`config.mk`:
```
export PLATFORM = sky130hd
export DESIGN_NAME = emu_vector_sequencer
export DESIGN_NICKNAME = d
export VERILOG_FILES = /design/src/rtl/emu_vector_sequencer.sv
export SDC_FILE = /design/constraint.sdc
export NUM_CORES = 1
export LEC_CHECK = 0
export CORE_UTILIZATION = 45
export DETAILED_ROUTE_END_ITERATION = 10
export HOLD_SLACK_MARGIN = 0.02
export PLACE_DENSITY = 0.87
export SLEW_MARGIN = 20
export SYNTH_ARGS = -nofsm -noshare
export SYNTH_HDL_FRONTEND = slang
export SYNTH_SLANG_ARGS = --single-unit
```
`constraint.sdc`:
```
create_clock -name clk_emu -period 1.5 [get_ports clk_emu]
set_input_delay 0.225 -clock clk_emu [delete_from_list [all_inputs] [get_ports clk_emu]]
set_output_delay 0.225 -clock clk_emu [all_outputs]
set_load 0.02 [all_outputs]
```
`src/rtl/emu_vector_sequencer.sv`:
```
// Host-side co-emulation sequencer: streams stimulus bytes into the wrapper, strobes load/get, streams results back.
// Latency: 2*NUM_STIM + 1 + WAIT_CYC + 1 + 3*NUM_OUT cycles per vector with no stalls.
// Backpressure: rx_ready drops outside S_RX; tx_valid holds data indefinitely until tx_ready.
module emu_vector_sequencer #(
    parameter int NUM_STIM = 1,
    parameter int NUM_OUT  = 3,
    parameter int ADDR_W   = 3,
    parameter int WAIT_CYC = 2,
    parameter int CNT_W    = 16
) (
    input  logic              clk_emu,
    input  logic              rst_n,
    input  logic [7:0]        rx_data,
    input  logic              rx_valid,
    output logic              rx_ready,
    output logic [7:0]        tx_data,
    output logic              tx_valid,
    input  logic              tx_ready,
    output logic [7:0]        Din_emu,
    output logic [ADDR_W-1:0] Addr_emu,
    output logic              load_emu,
    output logic              get_emu,
    input  logic [7:0]        Dout_emu,
    output logic              busy,
    output logic [CNT_W-1:0]  vec_count
);

    typedef enum logic [2:0] {
        S_RX, S_WR, S_LOAD, S_WAIT, S_GET, S_RDA, S_RDS, S_TX
    } state_t;

    localparam int IDX_W = 3;
    localparam logic [IDX_W-1:0] LAST_STIM = IDX_W'(NUM_STIM - 1);
    localparam logic [IDX_W-1:0] LAST_OUT  = IDX_W'(NUM_OUT - 1);

    state_t             state_q, state_d;
    logic [IDX_W-1:0]   sidx_q, sidx_d;
    logic [IDX_W-1:0]   oidx_q, oidx_d;
    logic [7:0]         wcnt_q, wcnt_d;
    logic [7:0]         din_q, din_d;
    logic [ADDR_W-1:0]  addr_q, addr_d;
    logic               load_q, load_d;
    logic               get_q, get_d;
    logic [7:0]         txd_q, txd_d;
    logic               txv_q, txv_d;
    logic [CNT_W-1:0]   vcnt_q, vcnt_d;

    // Strobes are registered, so they are raised on the transition into their state.
    always_comb begin
        state_d = state_q;
        sidx_d  = sidx_q;
        oidx_d  = oidx_q;
        wcnt_d  = wcnt_q;
        din_d   = din_q;
        addr_d  = addr_q;
        load_d  = 1'b0;
        get_d   = 1'b0;
        txd_d   = txd_q;
        txv_d   = txv_q;
        vcnt_d  = vcnt_q;
        case (state_q)
            S_RX: begin
                if (rx_valid) begin
                    din_d   = rx_data;
                    addr_d  = ADDR_W'(sidx_q);
                    state_d = S_WR;
                end
            end
            S_WR: begin
                if (sidx_q == LAST_STIM) begin
                    sidx_d  = '0;
                    load_d  = 1'b1;
                    state_d = S_LOAD;
                end else begin
                    sidx_d  = sidx_q + IDX_W'(1);
                    state_d = S_RX;
                end
            end
            S_LOAD: begin
                wcnt_d = 8'(WAIT_CYC);
                if (WAIT_CYC == 0) begin
                    get_d   = 1'b1;
                    state_d = S_GET;
                end else begin
                    state_d = S_WAIT;
                end
            end
            S_WAIT: begin
                wcnt_d = wcnt_q - 8'd1;
                if (wcnt_q <= 8'd1) begin
                    get_d   = 1'b1;
                    state_d = S_GET;
                end
            end
            S_GET: begin
                addr_d  = '0;
                oidx_d  = '0;
                state_d = S_RDA;
            end
            S_RDA: state_d = S_RDS;
            S_RDS: begin
                txd_d   = Dout_emu;
                txv_d   = 1'b1;
                state_d = S_TX;
            end
            S_TX: begin
                if (tx_ready) begin
                    txv_d = 1'b0;
                    if (oidx_q == LAST_OUT) begin
                        vcnt_d  = vcnt_q + CNT_W'(1);
                        state_d = S_RX;
                    end else begin
                        oidx_d  = oidx_q + IDX_W'(1);
                        addr_d  = ADDR_W'(oidx_q + IDX_W'(1));
                        state_d = S_RDA;
                    end
                end
            end
            default: state_d = S_RX;
        endcase
    end

    always_ff @(posedge clk_emu or negedge rst_n) begin
        if (!rst_n) begin
            state_q <= S_RX;
            sidx_q  <= '0;
            oidx_q  <= '0;
            wcnt_q  <= '0;
            din_q   <= '0;
            addr_q  <= '0;
            load_q  <= 1'b0;
            get_q   <= 1'b0;
            txd_q   <= '0;
            txv_q   <= 1'b0;
            vcnt_q  <= '0;
        end else begin
            state_q <= state_d;
            sidx_q  <= sidx_d;
            oidx_q  <= oidx_d;
            wcnt_q  <= wcnt_d;
            din_q   <= din_d;
            addr_q  <= addr_d;
            load_q  <= load_d;
            get_q   <= get_d;
            txd_q   <= txd_d;
            txv_q   <= txv_d;
            vcnt_q  <= vcnt_d;
        end
    end

    assign rx_ready  = (state_q == S_RX);
    assign busy      = !((state_q == S_RX) && (sidx_q == '0));
    assign tx_data   = txd_q;
    assign tx_valid  = txv_q;
    assign Din_emu   = din_q;
    assign Addr_emu  = addr_q;
    assign load_emu  = load_q;
    assign get_emu   = get_q;
    assign vec_count = vcnt_q;

endmodule
```
## Word level (Yosys, flattened, before mapping)

Cells that the tools add are included.

| operators by class | value |
|---|---|
| $add $sub $neg | 4 |
| order comparisons | 1 |
| equal/unequal tests | 12 |
| muxes and demuxes | 19 |
| reduce and logical (&&, ||, !) cells | 14 |

Operators by type and width:

| kind | count |
|---|---|
| 3-bit 2-to-1 mux | 8 |
| 3-bit case mux with 8 select lines | 1 |
| 16-bit by 1-bit adder with 16-bit output (second input constant) | 1 |
| 8-bit case mux with 2 select lines | 1 |
| 3-bit == test (second input constant) | 4 |
| 3-bit by 2-bit == test with 1-bit output (second input constant) | 3 |
| 3-bit case mux with 3 select lines | 1 |
| 3-bit AND reduction | 3 |
| 8-bit by 1-bit <= comparator with 1-bit output (second input constant) | 1 |
| 2-bit inequality test (second input constant) | 4 |
| 8-bit by 1-bit subtractor with 8-bit output (second input constant) | 1 |
| 3-bit by 1-bit adder with 3-bit output (second input constant) | 2 |
| 3-bit zero test | 2 |
| 3-bit case mux with 2 select lines | 1 |
| 2-bit nonzero test | 3 |
| 1-bit 2-to-1 mux | 5 |
| 2-bit AND reduction | 2 |
| 4-bit AND reduction | 1 |
| 3-bit by 1-bit == test with 1-bit output (second input constant) | 1 |
| 3-bit nonzero test | 1 |
| 2-bit 2-to-1 mux | 1 |
| 1-bit case mux with 2 select lines | 1 |
| 1-bit logical AND | 1 |
| 1-bit zero test | 1 |

| word-level totals | value |
|---|---|
| flip-flop bits (word level) | 55 |

## Depth between registers and ports, before layout

| depth | value |
|---|---|
| word-level depth | 4 |
| gate-level depth with buffers | 6 |

## Least setup slack after synthesis

OpenSTA, ideal clock, no wires.

| timing path | value |
|---|---|
| path type | reg2reg |
| start point | reg state_q[2] |
| end point | reg din_q[0] (netlist: Din_emu[0]) |
| arrival | 1.771 ns |
| data required time | 1.375 ns |
| slack | -0.396 ns |
| stages on the path, launching flop included | 6 |
| path buffers | 2 |
| period minus slack after synthesis | 1.896 ns |
| path through | dfrtp_1 > buf_2 > nor3_1 > and2_1 > buf_4 > mux2_2 |

| between the ends | value |
|---|---|
| word-level cells in the longest chain between the ends | 2 |

Ends and longest elaborated chain:

| what | RTL line | RTL |
|---|---|---|
| start, declared | 36 | `state_t state_q, state_d;` |
| start signal, assigned | 137 | `state_q <= state_d;` |
| 3-bit zero test | n/a |  |
| via rx_ready | 15 | `output logic rx_ready,` |
| 2-bit AND reduction (no line) | n/a |  |
| end signal, assigned | 141 | `din_q <= din_d;` |
| end, declared | 40 | `logic [7:0] din_q, din_d;` |

The timed path passes the listed nets, and every way through them passes these cells.
A chain may end at the register's enable or synchronous reset.

## Worst setup path after layout

| timing path | value |
|---|---|
| start point | reg oidx_q[0] |
| end point | reg vcnt_q[8] (netlist: vec_count[8]) |

| between the ends | value |
|---|---|
| word-level cells in the longest chain between the ends | 2 |

Ends and longest elaborated chain:

| what | RTL line | RTL |
|---|---|---|
| start, declared | 38 | `logic [IDX_W-1:0] oidx_q, oidx_d;` |
| start signal, assigned | 139 | `oidx_q <= oidx_d;` |
| 3-bit by 2-bit == test with 1-bit output | 109 | `if (oidx_q == LAST_OUT) begin` |
| 3-bit AND reduction (no line) | n/a |  |
| end signal, assigned | 147 | `vcnt_q <= vcnt_d;` |
| end, declared | 46 | `logic [CNT_W-1:0] vcnt_q, vcnt_d;` |

Every way passes these cells.

==> metrics <==
status finished with violations; failing checks setup timing; Final Util 0.700; Main synth FF type dfrtp_1; synth unique cells 42; Crit Path Class register to register; clock root buffer clkbuf_8; HPWL Detailed 4360 µm; Total Power 6.88 mW; First-pass DRT Iterations 4; # IOs 60; width of the die 78.4 µm; asr flop ratio synth 1.00; internal reg-to-reg setup slack -60 ps; Avg Inst Size Synth 11.1 µm²; most common cell after layout, fill and taps aside dfrtp_1; Syn Nets 264; Sw Pwr 2.59 mW; wirelength, routed 6180 µm; Longest Clk Path Bufs 2; worst min-delay path class input pin to asynchronous set/reset pin; slowest stage cell, crit path dfrtp_1; met2 usage 0.354; initial core utilization 0.471; post-place setup slack -271 ps; CP Capture Type register; GRT busiest layer met2; final net count 368; r2r startpoint oidx_q[0]; Post-Synthesis Cells 237; Layout Skew 14.0 ps; global-route congestion overflow total 0; Clk pwr share 0.139; crit path DAT 1790 ps; grt met3 use 0.0453; overall routing resource usage 0.209; vias in the first global route 2,229; logic gate share of total power 0.523; Worst-Skew Late Latency 310 ps; sequential share of the synthesized area 0.525; Total Neg Setup Slack -178 ps; pwr/cell area 1760 nW/µm²; site row count 27; number of synthesized flops with an enable pin 0; Max Cap Viol 0; Synth Warn # 0; Lkg Pwr 2.03 nW; CP bufs+invs 3; Worst slew margin 0.795; CTS tree yes; share of layout cells above drive strength 1 0.301; routability congestion estimate 0.837; Inserted Diodes 0; final setup violation count 10; WP data required 1740 ps; Pint 4.29 mW; crit path cell chain inv_2, ha_4, nand4b_1, buf_6, nor4_4, buf_4, xor2_1; Final Hold Vio Count 0; Area after DPL 3640 µm²; CP delay by family, top buffers and inverters; CTS sink cnt 55; CP Launch Point oidx_q[0]; Tmin final 1560 ps; Buffers on Ports 59; Final ANT Viol Nets 0; Final WS setup -55.7 ps; Seq pwr share 0.338; R2R cell count 7; crit path to vec_count[8]; Clock transition at path regs 100 ps; first-pass GRT wire length 9980 µm; Sw Share 0.376; Netlist Area Pre-Place 2620 µm²; Final Max Tran Viols 0; Tightest Pin Transition 306 ps; Achievable Freq 0.643 GHz; most frequent cells in the layout dfrtp_1, buf_4, nand2_1, dlygate4sd2_1, nor2_1; H-Tree Depth 2; reg-to-reg endpoint vec_count[8]; largest net degree at the start of global routing 56; final cycle utilization of the critical path 1.04; fin area 3900 µm²; Vias 2,233; crit path launch type register; area grow syn2layout 48.7%; VDD IR max 1.11 mV; initial DRC count 125; Die Ht 78.4 µm; Vias/cell 5.39; initial antenna violation count 0; drt wl/cell 14.9 µm; Residual DRC 0; TritonCTS buffer count 5; Synth Register Bits 55; die area 6140 µm²; unrepaired setup endpoints after global routing yes; Max FO, Critical Path 4; CP Depth 7; core area 5570 µm²; CP max stage delay 400 ps; routing usage on met1 0.255
## how the worst min path moves through the flow
stage,slack (ps),endpoint,start
after CTS,440,vec_count[15],rst_n
after floorplan,-70,Addr_emu[0],rst_n
after global routing,440,vec_count[13],rst_n
after detailed placement,240,wcnt_q[5],rst_n
after global placement,240,sidx_q[0],rst_n
final,430,wcnt_q[5],rst_n
## per-layer routing
layer  wire [µm]  share of wire
met5           0              0
met1        2560           0.42
met3         344          0.056
met2        3100           0.50
met4         167          0.027
## cells in the mapped netlist (2+ instances only)
library cell | instances | share of area
clkbuf_1 | 2 | 0.0029
o21ai_0 | 8 | 0.015
a21oi_1 | 4 | 0.0076
buf_2 | 5 | 0.0095
o22ai_1 | 5 | 0.012
inv_1 | 7 | 0.010
a22o_1 | 3 | 0.010
a22oi_1 | 3 | 0.0086
and3_1 | 3 | 0.0072
nor3_1 | 5 | 0.0095
mux2_2 | 20 | 0.086
ha_1 | 7 | 0.033
xor2_1 | 6 | 0.020
nand2b_1 | 2 | 0.0048
nor2b_1 | 3 | 0.0072
o32ai_1 | 2 | 0.0067
mux2i_1 | 3 | 0.011
nand2_1 | 24 | 0.034
nand3_1 | 11 | 0.021
a31oi_1 | 5 | 0.012
nand4_1 | 3 | 0.0072
nor4_4 | 2 | 0.016
nor2_1 | 22 | 0.031
xnor2_1 | 10 | 0.033
dfrtp_1 | 55 | 0.52
## power by group through the flow
stage / sequential [mW] / combinational, mW / clock, mW
final: 2.33 / 3.60 / 0.953
after global routing: 2.39 / 3.88 / 1.06
after CTS: 2.32 / 3.43 / 0.973
after detailed placement: 2.35 / 3.45 / 0
after global placement: 2.32 / 3.33 / 0
after floorplan: 2.73 / 1.49 / 0
## stage by stage
stage / std cells / hold slack (ps)
6_report: 414 / 432
5_1_grt: 414 / 435
4_1_cts: 410 / 442
3_5_place_dp: 399 / 244
3_3_place_gp: 399 / 244
2_1_floorplan: 237 / -70.6
## state kept, by name (all words and copies together) (netlist names)
name / count
get_emu: 1
vec_count: 16
wcnt_q: 8
Din_emu: 8
Addr_emu: 3
tx_data: 8
tx_valid: 1
oidx_q: 3
load_emu: 1
sidx_q: 3
state_q: 3
## worst reg2reg max path, cell delays in order (launching register included)
cell,delay [ps]
dfrtp_1,400
inv_2,90
ha_4,150
nand4b_1,130
buf_6,170
nor4_4,220
buf_4,180
xor2_1,160
## cells by family after synthesis
group                      share of synthesized area
muxes                                         0.0973
and+or+nand+nor                                0.173
DFF                                            0.525
buffers and inverters                         0.0267
xor gates and xnor gates                      0.0534
AOI/OAI and AO/OA                             0.0920
adders and majority gates                     0.0334
## cell type report
class / instances / area (µm²)
fillers: 410 / 1670
flip-flops and latches: 55 / 1380
multi-input cells: 166 / 1280
repair buffers: 106 / 1010
well taps: 72 / 90.1
clock buffers: 7 / 76.3
clock inverters: 1 / 30.0
inverters: 7 / 28.8
## repair_timing
| item | in CTS | in global routing |
|---|---|---|
| gates resized for setup | 39 | 36 |
| setup buffers | 2 | 4 |
| pin swaps | 3 | 9 |
| endpoints found under the setup margin | 49 | 49 |
| gates cloned | 0 | 0 |
| hold endpoints to repair | 55 | 0 |
| hold buffers | 1 | 0 |
(Power assumes the default switching activity.)
